--- config.mk ---
export PLATFORM = sky130hd
export DESIGN_NAME = avalon_burst_master
export DESIGN_NICKNAME = d
export VERILOG_FILES = /design/src/rtl/avalon_master_pkg.sv /design/src/rtl/avalon_burst_master.sv
export SDC_FILE = /design/constraint.sdc
export NUM_CORES = 1
export LEC_CHECK = 0
export BUFFER_PORTS_ARGS = -buffer_cell sky130_fd_sc_hd__buf_2
export CORE_UTILIZATION = 43
export CTS_BUF_LIST = sky130_fd_sc_hd__clkbuf_8
export CTS_CLUSTER_DIAMETER = 50
export CTS_CLUSTER_SIZE = 10
export DETAILED_ROUTE_END_ITERATION = 8
export PLACE_DENSITY = 0.78
export SYNTH_ARGS = -nofsm -noshare
export SYNTH_HDL_FRONTEND = slang
export SYNTH_SLANG_ARGS = --single-unit
--- constraint.sdc ---
create_clock -name clk -period 1.7 [get_ports clk]
set_input_delay 0.17 -clock clk [delete_from_list [all_inputs] [get_ports clk]]
set_output_delay 0.17 -clock clk [all_outputs]
set_load 0.03 [all_outputs]
--- src/rtl/avalon_master_pkg.sv ---
// avalon_master_pkg
//   Shared definitions for the Avalon-MM burst initiator:
//   - avm_state_t : command FSM states
//   - max_burst() : largest burst expressible in a burstcount field of the
//                   given width (top bit set, all lower bits clear)
package avalon_master_pkg;

  typedef enum logic [1:0] {
    S_IDLE,
    S_RD_REQ,
    S_RD_DATA,
    S_WR_BURST
  } avm_state_t;

  function automatic int unsigned max_burst(input int unsigned burstcount_w);
    return 32'd1 << (burstcount_w - 32'd1);
  endfunction

endpackage

--- src/rtl/avalon_burst_master.sv ---
// avalon_burst_master
//   Avalon-MM burst initiator. Takes one read or write command at a time and
//   runs it as a single Avalon burst.
// Ports:
//   clk, reset                  : clock, synchronous active-high reset
//   cmd_valid/cmd_ready         : command handshake
//   cmd_write/cmd_address/cmd_len : direction, byte address, length in words
//   wr_data/wr_valid/wr_ready   : write beat stream (valid/ready)
//   rd_data/rd_valid            : read beat stream (no backpressure)
//   done                        : one-cycle completion pulse
//   address/burstcount/byteenable/read/write/writedata : Avalon request side
//   readdata/readdatavalid/waitrequest                 : Avalon response side
module avalon_burst_master
  import avalon_master_pkg::*;
#(
  parameter int unsigned DATA_BYTES   = 4,
  parameter int unsigned BURSTCOUNT_W = 6,
  parameter int unsigned ADDR_W       = 32
) (
  input  logic                      clk,
  input  logic                      reset,
  input  logic                      cmd_valid,
  output logic                      cmd_ready,
  input  logic                      cmd_write,
  input  logic [ADDR_W-1:0]         cmd_address,
  input  logic [BURSTCOUNT_W-1:0]   cmd_len,
  input  logic [8*DATA_BYTES-1:0]   wr_data,
  input  logic                      wr_valid,
  output logic                      wr_ready,
  output logic [8*DATA_BYTES-1:0]   rd_data,
  output logic                      rd_valid,
  output logic                      done,
  output logic [ADDR_W-1:0]         address,
  output logic [BURSTCOUNT_W-1:0]   burstcount,
  output logic [DATA_BYTES-1:0]     byteenable,
  output logic                      read,
  output logic                      write,
  output logic [8*DATA_BYTES-1:0]   writedata,
  input  logic [8*DATA_BYTES-1:0]   readdata,
  input  logic                      readdatavalid,
  input  logic                      waitrequest
);

  localparam int unsigned DATA_W   = 8 * DATA_BYTES;
  localparam int unsigned ADDR_LSB = $clog2(DATA_BYTES);
  localparam logic [BURSTCOUNT_W-1:0] MAX_BURST = BURSTCOUNT_W'(max_burst(BURSTCOUNT_W));
  localparam logic [ADDR_W-1:0] ADDR_MASK = ~ADDR_W'((64'd1 << ADDR_LSB) - 64'd1);
  localparam logic [BURSTCOUNT_W-1:0] ONE = BURSTCOUNT_W'(1);

  avm_state_t              r_state;
  logic [BURSTCOUNT_W-1:0] r_load;       // write beats not yet taken from wr_*
  logic [BURSTCOUNT_W-1:0] r_rem;        // beats not yet completed on the bus
  logic [BURSTCOUNT_W-1:0] r_burstcount;
  logic [ADDR_W-1:0]       r_address;
  logic [DATA_BYTES-1:0]   r_byteenable;
  logic                    r_read;
  logic                    r_write;
  logic                    r_done;
  logic                    r_rd_valid;
  logic [DATA_W-1:0]       r_writedata;
  logic [DATA_W-1:0]       r_rd_data;

  logic [BURSTCOUNT_W-1:0] w_len_eff;
  logic                    w_cmd_ready;
  logic                    w_accept;
  logic                    w_wr_ready;
  logic                    w_load;
  logic                    w_consume;

  always_comb begin
    w_len_eff = cmd_len;
    if (cmd_len > MAX_BURST) w_len_eff = MAX_BURST;
  end

  // Ready is held low while reset is asserted and during the done cycle, so
  // the next command is taken no earlier than the cycle after done.
  assign w_cmd_ready = !reset && (r_state == S_IDLE) && !r_done;
  assign w_accept    = cmd_valid && w_cmd_ready;

  // One-entry output register: it may be refilled in the same cycle that
  // its current beat is consumed by the slave.
  assign w_wr_ready  = (r_state == S_WR_BURST) && (r_load != '0) &&
                       (!r_write || !waitrequest);
  assign w_load      = wr_valid && w_wr_ready;
  assign w_consume   = r_write && !waitrequest;

  always_ff @(posedge clk) begin
    if (reset) begin
      r_state      <= S_IDLE;
      r_load       <= '0;
      r_rem        <= '0;
      r_burstcount <= '0;
      r_address    <= '0;
      r_byteenable <= '0;
      r_read       <= 1'b0;
      r_write      <= 1'b0;
      r_done       <= 1'b0;
      r_rd_valid   <= 1'b0;
      r_writedata  <= '0;
      r_rd_data    <= '0;
    end else begin
      r_done     <= 1'b0;
      r_rd_valid <= 1'b0;
      case (r_state)
        S_IDLE: begin
          if (w_accept) begin
            if (w_len_eff == '0) begin
              r_done <= 1'b1;
            end else begin
              r_address    <= cmd_address & ADDR_MASK;
              r_burstcount <= w_len_eff;
              r_byteenable <= '1;
              r_rem        <= w_len_eff;
              if (cmd_write) begin
                r_load  <= w_len_eff;
                r_state <= S_WR_BURST;
              end else begin
                r_read  <= 1'b1;
                r_state <= S_RD_REQ;
              end
            end
          end
        end
        S_RD_REQ: begin
          if (!waitrequest) begin
            r_read  <= 1'b0;
            r_state <= S_RD_DATA;
          end
        end
        S_RD_DATA: begin
          if (readdatavalid) begin
            r_rd_valid <= 1'b1;
            r_rd_data  <= readdata;
            r_rem      <= r_rem - ONE;
            if (r_rem == ONE) begin
              r_done       <= 1'b1;
              r_state      <= S_IDLE;
              r_address    <= '0;
              r_burstcount <= '0;
              r_byteenable <= '0;
            end
          end
        end
        S_WR_BURST: begin
          if (w_load) begin
            r_writedata <= wr_data;
            r_write     <= 1'b1;
            r_load      <= r_load - ONE;
          end else if (w_consume) begin
            r_write <= 1'b0;
          end
          if (w_consume) begin
            r_rem <= r_rem - ONE;
            if (r_rem == ONE) begin
              r_done       <= 1'b1;
              r_state      <= S_IDLE;
              r_address    <= '0;
              r_burstcount <= '0;
              r_byteenable <= '0;
            end
          end
        end
        default: r_state <= S_IDLE;
      endcase
    end
  end

  assign cmd_ready  = w_cmd_ready;
  assign wr_ready   = w_wr_ready;
  assign rd_data    = r_rd_data;
  assign rd_valid   = r_rd_valid;
  assign done       = r_done;
  assign address    = r_address;
  assign burstcount = r_burstcount;
  assign byteenable = r_byteenable;
  assign read       = r_read;
  assign write      = r_write;
  assign writedata  = r_writedata;

endmodule

==> run metrics <==
Nets=980; CTS max path bufs=2; I/O Pins=221; area of the multi-input gates=0.002181 mm²; final WL=roughly 17 mm; fin. max-slew vios=0; drt first pass iters=7; most used cell along the critical path=buf_6; global-route wire length before repair=23.92 mm; FFs w/ async S/R, synth=0%; final instance area=0.007689 mm²; clk_lat worst skew=roughly 0.44 ns; FF+latch area=0.002404 mm²; Setup Skew=0.01802 ns; largest area contributor in the netlist=dfxtp_1; #FFs+latches synth=119; Port Buffers=216; worst vdd ir=0.9363 mV; Tmin final=1.796 ns; crit path kind=reg -> out; initial antenna violation count=0; Top FF cell, synth=dfxtp_1; Core Footprint=~0.010 mm²; R2R depth=8; Final WS setup=-0.09575 ns; worst-margin pin slew=0.6409 ns; H-tree levels=4; routed vias=between 5k and 6k; CP Launch Type=flip-flop; Fin. Hold Viols=0; Inserted Clock Buffers=17; yosys warns=0; f_max=556.9 MHz; final estimated routing congestion in global placement=around 0.86; PwrDens=1293 mW/mm²; kind of end point of the critical path=output port; Post-synth EDFFs=0; critical path's largest stage delay=0.36 ns; Hold Startpoint=cmd_len[2]; slowest stage cell, crit path=dfxtp_2; Hold EP=burstcount[2]$_SDFFE_PP0P_; failing checks=setup timing; area grow syn2layout=65.50%; worst reg-to-reg setup slack=-0.08 ns; # Max-Cap Violations=0; total grt overflow=0; root buffer cell=clkbuf_8; per-cell routed wire length=16.68 µm; RSZ-0062 raised after global routing=yes; pre-CTS setup slack=-0.08300 ns; Diodes inserted=0; cell chain of the critical path=nor4_4 -> buf_4 -> a221oi_4 -> buf_6 -> buf_6; remaining antenna violation count=0; critical path fanouts, max=3; Num Clock Sinks=119; CTS clk-pin slew, worst paths=0.07 ns; chip height=105.9 µm; Initial Util=around 45%; HP Class=in -> reg; R2R Path Start=r_load[5]$_SDFFE_PP0P_; Arr. time, crit path=1.63 ns; GRT Total Usage=27.19%; Iter 0 DRT Violations=approximately 380; normalized max-slew margin=57.27%; fill count=672; Leak=around 0.0035 µW; layout cells sized above 1=38.68%; Die Width=105.9 µm; status=finished, violations left; syn_area_per_cell=8.733 µm²; vias in the first global route=5069; Post-Syn Instances=532; setup TNS=-0.8463 ns; die area=0.01122 mm²; Cell variety after synth=54; Design Power=9944 µW; Synth area leaders=dfxtp_1 (51%), nand2_1 (11%), a21oi_1 (8.2%); Post-Syn Area=between 0.004 and 0.005 mm²; area share of the largest cell type after synthesis=51.28%; Rows=37; hold depth=3; fin crit share=105.6%; endpoints failing setup=32; DRC=0; FF-to-FF End=writedata[13]$_SDFFE_PP0P_; Avg Vias per Cell=around 5.3; CP required=~1.5 ns; DP HPWL=~9 mm; CTS tree=built; Seq/Total Area, Yosys=51.28%; Area after DPL=between 0.006 and 0.007 mm²; largest net degree at the start of global routing=60
## per-stage QoR
stage | utilization [%] | cells | hold WS [ns]
finish | 73.81 | 1015 | 0.04221
global placement | 57.65 | 874 | 0.3857
floorplan | - | 533 | 0.3026
detailed placement | 57.65 | 874 | 0.3902
global route | 73.81 | 1015 | 0.03512
CTS | 70.76 | 1001 | 0.01286
## where the power goes
| group | total [µW] | leakage (µW) | switching (µW) | internal (µW) |
|---|---|---|---|---|
| registers | 3680 | 0.000976 | 371 | 3310 |
| clock network | 2410 | 0.000197 | 1120 | 1300 |
| logic | 3850 | 0.00228 | 2280 | 1580 |
## cells in the final DEF, fill, tap and decap left out, types with 3 or more instances in the layout
cell type        n
nor2b_1          4
o21ai_1          5
a211oi_1         5
clkbuf_16        3
a22o_1          31
dfxtp_2          5
a21oi_1         73
nand2_1        138
dlygate4sd3_1   94
and2_1           4
a21oi_2          4
buf_6            5
nor4_4           4
buf_12           6
buf_4           36
nand2b_1         3
dfxtp_4          4
clkinv_2         6
buf_2          215
o21ai_0         13
dfxtp_1        110
nor3_1           3
clkbuf_8        18
nor2_1          17
a31oi_1          3
inv_1            6
## per-layer routing
| layer | GRT usage, % | part of all wire (%) | vias to the layer above |
|---|---|---|---|
| met5 | 0 | 0 | - |
| met4 | 13.10 | 2.6 | 0 |
| met3 | 9.135 | 7.9 | 43 |
| met2 | 48.27 | 52 | 252 |
| met1 | 28.83 | 38 | 2538 |
| li1 | - | - | 2496 |
## flip-flops by register name, summed over array words and instances, names as in the netlist
| register | count |
|---|---|
| read | 1 |
| r_load | 6 |
| r_rem | 6 |
| write | 1 |
| rd_valid | 1 |
| done | 1 |
| r_state | 2 |
| burstcount | 6 |
| address | 30 |
| rd_data | 32 |
| writedata | 32 |
| byteenable | 1 |
## cell usage after synthesis (all sizes together) (2+ instances only)
cell and number:
a22oi 4, nand2 140, nor4 6, a21bo 2, a22o 31, nand3 2, nor3b 2, nor3 3
or3 2, a31oi 3, clkbuf 22, nand2b 4, ha 4, dfxtp 119, o211ai 2, o21ai 18
o31ai 3, inv 7, a21oi 78, nor2 19, o2bb2ai 2, nor2b 4, a221oi 2, and2 6
or4 2, buf 22, a211oi 6
## worst max path at each step
stage                                       start                        to  slack, ns  depth (start not counted)
after floorplan                write$_SDFFE_PP0P_  address[23]$_SDFFE_PP0P_      -0.03                          6
after global placement    r_state[0]$_SDFFE_PP0P_     r_rem[3]$_SDFFE_PP0P_      -0.03                          5
after detailed placement  r_state[0]$_SDFFE_PP0P_     r_rem[1]$_SDFFE_PP0P_      -0.08                          5
after CTS                  r_load[0]$_SDFFE_PP0P_                  wr_ready      -0.04                          4
after global routing       r_load[5]$_SDFFE_PP0P_                  wr_ready      -0.17                          5
final                      r_load[5]$_SDFFE_PP0P_                  wr_ready       -0.1                          5
## cell type report
cell class | count | area share (%)
Sequential cell | 119 | 31.26
Tap cell | 136 | 2.213
Timing Repair Buffer | 359 | 33.02
Inverter | 7 | 0.4068
Clock buffer | 18 | 3.222
Clock inverter | 13 | 1.513
Multi-Input combinational cell | 363 | 28.36
## worst max-delay path: cells and delay by family (launching register included)
kind	cells	cell delay (ns)
DFF	1	0.36
and+or+nand+nor	1	0.33
AOI/OAI and AO/OA	1	0.06
buffers and inverters	3	0.44
## repair_timing
| action | 4_1_cts | 5_1_grt |
|---|---|---|
| setup endpoints to repair | 45 | 56 |
| pin swaps | 2 | 13 |
| endpoints found under the hold margin | 93 | 1 |
| hold buffers | 93 | 1 |
| gates cloned | 0 | 4 |
| resized for setup | 15 | 32 |
| buffers inserted | 3 | 9 |
## cells by family (layout without fill, tap and decap cells)
logic type,count (synthesis),after routing,share of synthesized area [%]
AO/OA/AOI/OAI,159,159,22.49
flip-flops,119,119,51.28
other,1,2,0.08072
buffers and inverters,51,397,5.710
XOR/XNOR,2,2,0.3771
multiplexers,1,1,0.2155
AND/OR/NAND/NOR,195,195,18.77
adder cells (fa/ha/maj),4,4,1.077
(Power assumes the default switching activity.)
